$ cat config.mk
export PLATFORM = sky130hd
export DESIGN_NAME = fetch_dec_exe_pipe
export DESIGN_NICKNAME = d
export VERILOG_FILES = /design/src/rtl/fetch_dec_exe_pipe.sv
export SDC_FILE = /design/constraint.sdc
export NUM_CORES = 2
export LEC_CHECK = 0
export BUFFER_PORTS_ARGS = -buffer_cell sky130_fd_sc_hd__buf_4
export CORE_MARGIN = 1.5
export CORE_UTILIZATION = 60
export DETAILED_ROUTE_END_ITERATION = 7
export HOLD_SLACK_MARGIN = 0.06
export PLACE_DENSITY = 0.77
export SETUP_SLACK_MARGIN = 0.2
export SYNTH_ARGS = -nofsm -noshare
export SYNTH_HDL_FRONTEND = slang
export SYNTH_SLANG_ARGS = --single-unit
export TNS_END_PERCENT = 10
$ cat constraint.sdc
create_clock -name clock -period 11.6 [get_ports clock]
set_clock_uncertainty 0.1 [all_clocks]
set_input_delay 1.74 -clock clock [delete_from_list [all_inputs] [get_ports clock]]
set_output_delay 1.74 -clock clock [all_outputs]
set_load 0.005 [all_outputs]
$ cat src/rtl/fetch_dec_exe_pipe.sv
// Three-stage fetch/decode/execute core with a 16-entry write-first register file and a HALT instruction.
// Define FDE_FORWARD_EN to compile in EX->ID forwarding; otherwise EX dependencies cost a one-cycle interlock.
module fetch_dec_exe_pipe #(
  parameter int DATA_W = 32,
  parameter int PC_W   = 8
) (
  input  logic              clock,
  input  logic              reset,
  input  logic              hold,
  output logic [PC_W-1:0]   imem_addr,
  input  logic [31:0]       imem_rdata,
  output logic              ex_wb_valid,
  output logic [3:0]        ex_wb_rd,
  output logic [DATA_W-1:0] ex_wb_data,
  output logic [PC_W-1:0]   ex_wb_pc,
  output logic              halted,
  output logic [15:0]       bubble_cnt
);

  localparam logic [3:0] OP_ADD  = 4'd1;
  localparam logic [3:0] OP_SUB  = 4'd2;
  localparam logic [3:0] OP_AND  = 4'd3;
  localparam logic [3:0] OP_OR   = 4'd4;
  localparam logic [3:0] OP_XOR  = 4'd5;
  localparam logic [3:0] OP_ADDI = 4'd6;
  localparam logic [3:0] OP_HALT = 4'd8;

  logic [PC_W-1:0]   pc_reg;
  logic              if_id_valid_reg;
  logic [31:0]       if_id_instr_reg;
  logic [PC_W-1:0]   if_id_pc_reg;
  logic              id_ex_valid_reg;
  logic [3:0]        id_ex_op_reg;
  logic [3:0]        id_ex_rd_reg;
  logic [DATA_W-1:0] id_ex_a_reg;
  logic [DATA_W-1:0] id_ex_b_reg;
  logic [PC_W-1:0]   id_ex_pc_reg;
  logic              ex_wb_valid_reg;
  logic [3:0]        ex_wb_rd_reg;
  logic [DATA_W-1:0] ex_wb_data_reg;
  logic [PC_W-1:0]   ex_wb_pc_reg;
  logic              halted_reg;
  logic [15:0]       bubble_cnt_reg;
  logic [DATA_W-1:0] rf_mem [16];

  logic [3:0]        id_op, id_rd, id_rs1, id_rs2;
  logic [DATA_W-1:0] id_imm_ext, rs1_val, rs2_val, ex_result;
  logic              ex_hit1, ex_hit2, stall, id_writes, id_halt;

  assign id_op      = if_id_instr_reg[31:28];
  assign id_rd      = if_id_instr_reg[27:24];
  assign id_rs1     = if_id_instr_reg[23:20];
  assign id_rs2     = if_id_instr_reg[19:16];
  assign id_imm_ext = DATA_W'($signed(if_id_instr_reg[15:0]));
  assign id_writes  = if_id_valid_reg && (id_op >= OP_ADD) && (id_op <= OP_ADDI);
  assign id_halt    = if_id_valid_reg && (id_op == OP_HALT);

  assign ex_hit1 = id_ex_valid_reg && (id_ex_rd_reg != 4'd0) && (id_ex_rd_reg == id_rs1);
  assign ex_hit2 = id_ex_valid_reg && (id_ex_rd_reg != 4'd0) && (id_ex_rd_reg == id_rs2);

`ifdef FDE_FORWARD_EN
  assign stall = 1'b0;
`else
  assign stall = if_id_valid_reg && (ex_hit1 || ex_hit2);
`endif

  always_comb begin
    case (id_ex_op_reg)
      OP_ADD, OP_ADDI: ex_result = id_ex_a_reg + id_ex_b_reg;
      OP_SUB:          ex_result = id_ex_a_reg - id_ex_b_reg;
      OP_AND:          ex_result = id_ex_a_reg & id_ex_b_reg;
      OP_OR:           ex_result = id_ex_a_reg | id_ex_b_reg;
      OP_XOR:          ex_result = id_ex_a_reg ^ id_ex_b_reg;
      default:         ex_result = '0;
    endcase
  end

  // Operand priority: r0, then the EX result (newest), then the EX/WB write, then the array.
  always_comb begin
    rs1_val = rf_mem[id_rs1];
    rs2_val = rf_mem[id_rs2];
    if (ex_wb_valid_reg && ex_wb_rd_reg == id_rs1) rs1_val = ex_wb_data_reg;
    if (ex_wb_valid_reg && ex_wb_rd_reg == id_rs2) rs2_val = ex_wb_data_reg;
`ifdef FDE_FORWARD_EN
    if (ex_hit1) rs1_val = ex_result;
    if (ex_hit2) rs2_val = ex_result;
`endif
    if (id_rs1 == 4'd0) rs1_val = '0;
    if (id_rs2 == 4'd0) rs2_val = '0;
  end

  generate
    for (genvar gi = 0; gi < 16; gi++) begin : g_rf
      always_ff @(posedge clock or negedge reset) begin
        if (!reset) begin
          rf_mem[gi] <= '0;
        end else if (gi != 0 && !hold && ex_wb_valid_reg && ex_wb_rd_reg == 4'(gi)) begin
          rf_mem[gi] <= ex_wb_data_reg;
        end
      end
    end
  endgenerate

  always_ff @(posedge clock or negedge reset) begin
    if (!reset) begin
      pc_reg          <= '0;
      if_id_valid_reg <= 1'b0;
      if_id_instr_reg <= '0;
      if_id_pc_reg    <= '0;
      id_ex_valid_reg <= 1'b0;
      id_ex_op_reg    <= '0;
      id_ex_rd_reg    <= '0;
      id_ex_a_reg     <= '0;
      id_ex_b_reg     <= '0;
      id_ex_pc_reg    <= '0;
      ex_wb_valid_reg <= 1'b0;
      ex_wb_rd_reg    <= '0;
      ex_wb_data_reg  <= '0;
      ex_wb_pc_reg    <= '0;
      halted_reg      <= 1'b0;
      bubble_cnt_reg  <= '0;
    end else if (!hold) begin
      ex_wb_valid_reg <= id_ex_valid_reg;
      ex_wb_rd_reg    <= id_ex_rd_reg;
      ex_wb_data_reg  <= ex_result;
      ex_wb_pc_reg    <= id_ex_pc_reg;
      if (stall) begin
        // IF and ID keep their contents; only a bubble moves forward.
        id_ex_valid_reg <= 1'b0;
        if (bubble_cnt_reg != 16'hFFFF) bubble_cnt_reg <= bubble_cnt_reg + 16'd1;
      end else begin
        id_ex_valid_reg <= id_writes;
        id_ex_op_reg    <= id_op;
        id_ex_rd_reg    <= id_rd;
        id_ex_a_reg     <= rs1_val;
        id_ex_b_reg     <= (id_op == OP_ADDI) ? id_imm_ext : rs2_val;
        id_ex_pc_reg    <= if_id_pc_reg;
        if (id_halt) halted_reg <= 1'b1;
        if (halted_reg || id_halt) begin
          if_id_valid_reg <= 1'b0;
        end else begin
          if_id_valid_reg <= 1'b1;
          if_id_instr_reg <= imem_rdata;
          if_id_pc_reg    <= pc_reg;
          pc_reg          <= pc_reg + PC_W'(1);
        end
      end
    end
  end

  assign imem_addr   = pc_reg;
  assign ex_wb_valid = ex_wb_valid_reg;
  assign ex_wb_rd    = ex_wb_rd_reg;
  assign ex_wb_data  = ex_wb_data_reg;
  assign ex_wb_pc    = ex_wb_pc_reg;
  assign halted      = halted_reg;
  assign bubble_cnt  = bubble_cnt_reg;

endmodule

Yosys cells after proc, flatten, opt, wreduce, memory -nomap -nowiden
Index checks and enable logic that the tools add are counted.

Add/sub/neg operators: 4. Multipliers: 0. Div/mod/pow operators: 0. $lt $le $gt $ge: 4. Eq/ne operators: 28. Shift operators: 0. Muxes and demuxes: 14. Bitwise gates (word level): 8. Reductions and logical operators: 36.

Operators with widths (number): 32-bit 2-to-1 mux (9); 32-bit binary-select mux with 4-bit select (2); 32-bit one-hot mux with 5 select lines (1); 4-bit equality test (second input constant) (9); 32-bit adder (1); 32-bit AND (1); 4-bit by 3-bit equality test with 1-bit output (second input constant) (8); 32-bit bitwise OR (1); 32-bit subtractor (1); 32-bit bitwise XOR (1); 1-bit logical AND (25); 16-bit by 1-bit adder with 16-bit output (second input constant) (1); 4-bit by 2-bit equality test with 1-bit output (second input constant) (4); 4-bit equality test (4); 16-bit inequality test (second input constant) (1); 5-bit greater-or-equal comparator (second input constant) (2); 4-bit inverter with 5-bit output (2); 3-bit AND reduction (3); 8-bit by 1-bit adder with 8-bit output (second input constant) (1); 4-bit by 1-bit equality test with 1-bit output (second input constant) (2); 4-bit zero test (2); 4-bit by 1-bit greater-or-equal comparator with 1-bit output (second input constant) (1); 4-bit by 3-bit less-or-equal comparator with 1-bit output (second input constant) (1); 4-bit nonzero test (1); 6 further kinds (10).

Register bits after elaboration: 672. Bits in latches: 0. RAM bits: 0. ROM bits: 0. Input port bits: 35. Output and inout bits: 70. Logic and storage cells: 125. Memories kept: 0.

Logic depth before layout (Yosys ltp)
Word-level depth: 7. Gate-level depth with buffers: 17. Mapped depth without buffers: 16.

Worst setup path before layout
OpenSTA, ideal clock, no wires.

Path kind: register to register. Start: reg id_ex_b_reg[10]. End: reg ex_wb_data_reg[28], in the netlist ex_wb_data[28]. Library setup time: 126 ps. Data arrival time: 3805 ps. Data required time: 11374 ps. Setup slack: 7569 ps. Stages on the path, launching flop included: 17. Path buffers: 1. Clock period less this slack: 4031 ps. Path through: dfrtp_1 > or4_4 > or4_4 > nor3_4 > nand4_4 > o41ai_1 > xnor2_1 > ha_1 > clkbuf_1 > a21oi_1 > o21ai_0 > o21a_1 > o21ai_0 > nand2_1 > a31oi_1 > mux2i_1 > nand2_1.

Longest elaborated chain between the ends: 2. Elaborated cells on any way between the ends: 3. Those cells by class: add/sub (2); mux (1).

Ends and longest elaborated chain: from (decl) (line 36) `logic [DATA_W-1:0] id_ex_b_reg;`; from (signal assigned) (line 136) `id_ex_b_reg <= (id_op == OP_ADDI) ? id_imm_ext : rs2_val;`; 32-bit subtractor / 32-bit adder (equally long branches) (line 70, 69); 32-bit one-hot mux with 5 select lines (*) (line 68) `case (id_ex_op_reg)`; to (signal assigned) (line 125) `ex_wb_data_reg <= ex_result;`; to (decl) (line 40) `logic [DATA_W-1:0] ex_wb_data_reg;`.

Every way passes the cells marked *; elsewhere a longest branch is shown, timed or not. A chain may end at the register's enable or synchronous reset.

Worst setup path after layout
Start: reg if_id_instr_reg[20]. End: reg id_ex_a_reg[27].

Longest elaborated chain between the ends: 6. Elaborated cells on any way between the ends: 15. Those cells by class: eq/ne (2); mux (5); bitwise (2); reduce/logical (6).

Ends and longest elaborated chain: from (decl) (line 30) `logic [31:0] if_id_instr_reg;`; from (signal assigned) (line 143) `if_id_instr_reg <= imem_rdata;`; 4-bit inverter with 5-bit output (implied by the code) / 4-bit equality test (equally long branches) (line 80, 58); 32-bit binary-select mux with 4-bit select / 1-bit logical AND (equally long branches) (line 80, 58); 32-bit 2-to-1 mux (implied by the code) / 1-bit logical OR (equally long branches) (line 80, 64); 32-bit 2-to-1 mux (implied by the code) / 1-bit logical AND (equally long branches) (line 80, 64); 32-bit 2-to-1 mux / 1-bit inverter (equally long branches); 32-bit 2-to-1 mux / 2-bit AND reduction (equally long branches); to (signal assigned) (line 135) `id_ex_a_reg <= rs1_val;`; to (decl) (line 35) `logic [DATA_W-1:0] id_ex_a_reg;`.

Parallel ways exist; a longest one is shown, timed or not. The select of a mux whose other input is x is not followed.

==> key figures <==
Outcome
  – Status: complete, no violations

Synthesis
  – Synthesized instance count: 3010
  – Leading area contributor after synthesis: dfrtp_1
  – Sequential area share after synthesis: around 45%
  – Async S/R FF share, synth: 100%
  – Main synth FF type: dfrtp_1
  – Post-synth EDFFs: 0
  – Post-synth top area share: between 40 and 50%
  – Syn_nets: 3144
  – Synth Area per Inst: 12.5 um2
  – Mapped Area: 37600 um2
  – #FFs+latches synth: 672
  – Synth warnings: 32
  – Unique masters post-synth: 63
  – Area contributors post-synth: dfrtp_1 45%, mux2_2 19%, mux4_2 12%

Job
  – Max cap viols: 0

STA
  – Setup Viol. Count Final: 0
  – Final slew viol count: 0
  – Final worst-path cycle share: 39.7%
  – Max Fclk: approximately 220 MHz
  – Max_slew headroom: between 10% and 20%
  – Setup_tns: 0 ns
  – Final worst setup slack: between 6 and 7 ns
  – Final hold violation count: 0
  – Fin crit period: around 4.6 ns
  – RSZ-0062 raised after global routing: false
  – Slew @ Worst Pin: roughly 1.2 ns

Clock network
  – Post-CTS resize count: 0
  – Total CTS buffers: 74
  – Clock root cell: clkbuf_16
  – Worst-path clk slew: approximately 0.060 ns
  – Hold_buf cts: 0
  – CTS tree: built
  – Setup repair bufs after CTS: 0
  – Max clock buf depth: 3
  – CTS sink cnt: 672
  – Max H-tree Level: 3
  – Clk Latency, worst-skew pair: 0.65 ns

Power
  – NetSw: 3140 uW
  – Combinational group share of total power: 31.8%
  – P_int: 5620 uW
  – PD cells: between 200 and 250 nW/um2
  – Leakage: approximately 0.019 uW
  – Clk pwr share: 28.0%
  – Peak VDD IR: 144 uV
  – Sequential share of power: 40.2%
  – Sw Ratio: 35.9%

Global routing
  – Initial antenna violation count: 1
  – Largest net degree at the start of global routing: 79
  – GRT Overall Usage: 35.4%
  – First-pass GRT wire length: ~170 mm
  – Number of global-route vias before repair: 28133
  – Overflow after GRT: 0

Floorplan
  – I/O Pins: 105
  – # rows: 91
  – Die Wd: 253 um
  – Core Area: 61800 um2
  – Starting Density: 60.9%
  – Die ar.: about 64000 um2
  – Die Span Y: 253 um

Detailed routing
  – Pre-antenna DRT Iters: 6
  – Initial DRC Count: 2646
  – Vias per inst: 6.93
  – DRT Wirelength: 111 mm
  – Via count: 27024
  – DRC: 0
  – DR WL/cell: 28.4 um
  – Routed Antenna Nets: 0

Critical path
  – Endpoint type of the worst setup path: register
  – WP data arrival: 4.97 ns
  – Setup Crit Path Kind: reg2reg
  – CP required: between 10 and 15 ns
  – CP Max Fanout: 42
  – R2R Setup Slk: 6.99 ns
  – Crit path launch type: register

Cells and area
  – Area growth syn-to-layout: 10.6%
  – Commonest non-fill, non-tap cell in the layout: dfrtp_1
  – Commonest non-fill, non-tap cells in the layout: 664 x dfrtp_1, 620 x mux2_2, 204 x mux4_2
  – Final instance area: 41600 um2
  – Biggest register: rf_mem
  – Max reg flops: 480
  – Layout cells sized above 1: 38.2%
  – NumNets Final: 3139

Placement
  – RePlAce Congestion: around 0.96
  – Port Buffers: 104
  – DPL Wire Length: roughly 68 mm
  – Post-DP Area: 39100 um2
  – DP Worst Slack: 6.96 ns

Min path
  – Worst hold path type: reg2reg
[worst max-delay path, cell delays in order (launching register included)]
cell,delay [ns]
dfrtp_4,0.77
buf_4,0.58
buf_4,0.72
buf_4,0.79
mux4_2,0.61
mux2_2,0.27
a21oi_1,0.15
nor2_1,0.05
a21oi_1,0.17
o22ai_1,0.08
[area by class of cell]
cell class,count,area (um2)
clock buffer,104,2150
antenna,1,2.50
sequential,672,16800
fill,4370,20200
timing repair buffer,171,1290
inverter,74,278
multi-input combinational,2012,19700
clock inverter,30,368
tap,837,1050
[routing by layer]
layer / routed length (um) / GRT usage, % / vias to the layer above / share of wire (%)
li1: - / - / 11262 / -
met1: 43700 / 47.0 / 14026 / 39
met2: 52100 / 55.3 / 1373 / 47
met3: 9460 / 7.91 / 363 / 8.5
met4: 5780 / 17.3 / 0 / 5.2
met5: 0 / 0 / - / 0
[logic make-up after synthesis]
logic type / synth area share, %
XOR/XNOR: 2.21
multiplexers: 31.9
AND/OR/NAND/NOR: 5.83
adder cells (fa/ha/maj): 3.31
buffers and inverters: 3.52
AO/OA/AOI/OAI: 8.53
flip-flops: 44.7
[worst paths after layout]
check / cells after the start / startpoint / end
max: 9 / if_id_instr_reg[20] / id_ex_a_reg[27]
min: 2 / if_id_pc_reg[4] / id_ex_pc_reg[4]
max reg2reg: 9 / if_id_instr_reg[20] / id_ex_a_reg[27]
min reg2reg: 2 / if_id_pc_reg[4] / id_ex_pc_reg[4]
max in group asynchronous: 3 / reset / ex_wb_rd[2]
min in group asynchronous: 1 / reset / rf_mem[372]
[power groups by stage]
stage | Combinational [uW] | Clock [uW] | Sequential [uW]
after floorplan | 2070 | 0 | 3190
after global placement | 2660 | 0 | 3470
after detailed placement | 2740 | 0 | 3530
after CTS | 2760 | 2470 | 3490
after global routing | 3000 | 2570 | 3590
final | 2790 | 2450 | 3520
[cell usage after synthesis, types with 43 or more instances]
cell,n
dfrtp_1,672
mux2_2,620
mux4_2,204
nand2_1,198
clkbuf_1,172
a21oi_1,132
nor2_1,108
ha_1,98
o21ai_0,78
inv_1,74
xnor2_1,62
a221oi_1,52
mux2i_1,44
buf_1,43
nor3_1,43
[stage by stage]
stage | hold slack, ns | std cells | total power (uW) | utilization [%]
after floorplan | 0.333 | 3010 | 5260 | -
after detailed placement | 0.346 | 3766 | 6270 | 63.3
after global placement | 0.346 | 3766 | 6130 | 63.3
after global routing | 0.385 | 3900 | 9160 | 67.3
after CTS | 0.361 | 3900 | 8730 | 67.3
final | 0.359 | 3901 | 8760 | 67.4
(Power assumes the default switching activity.)
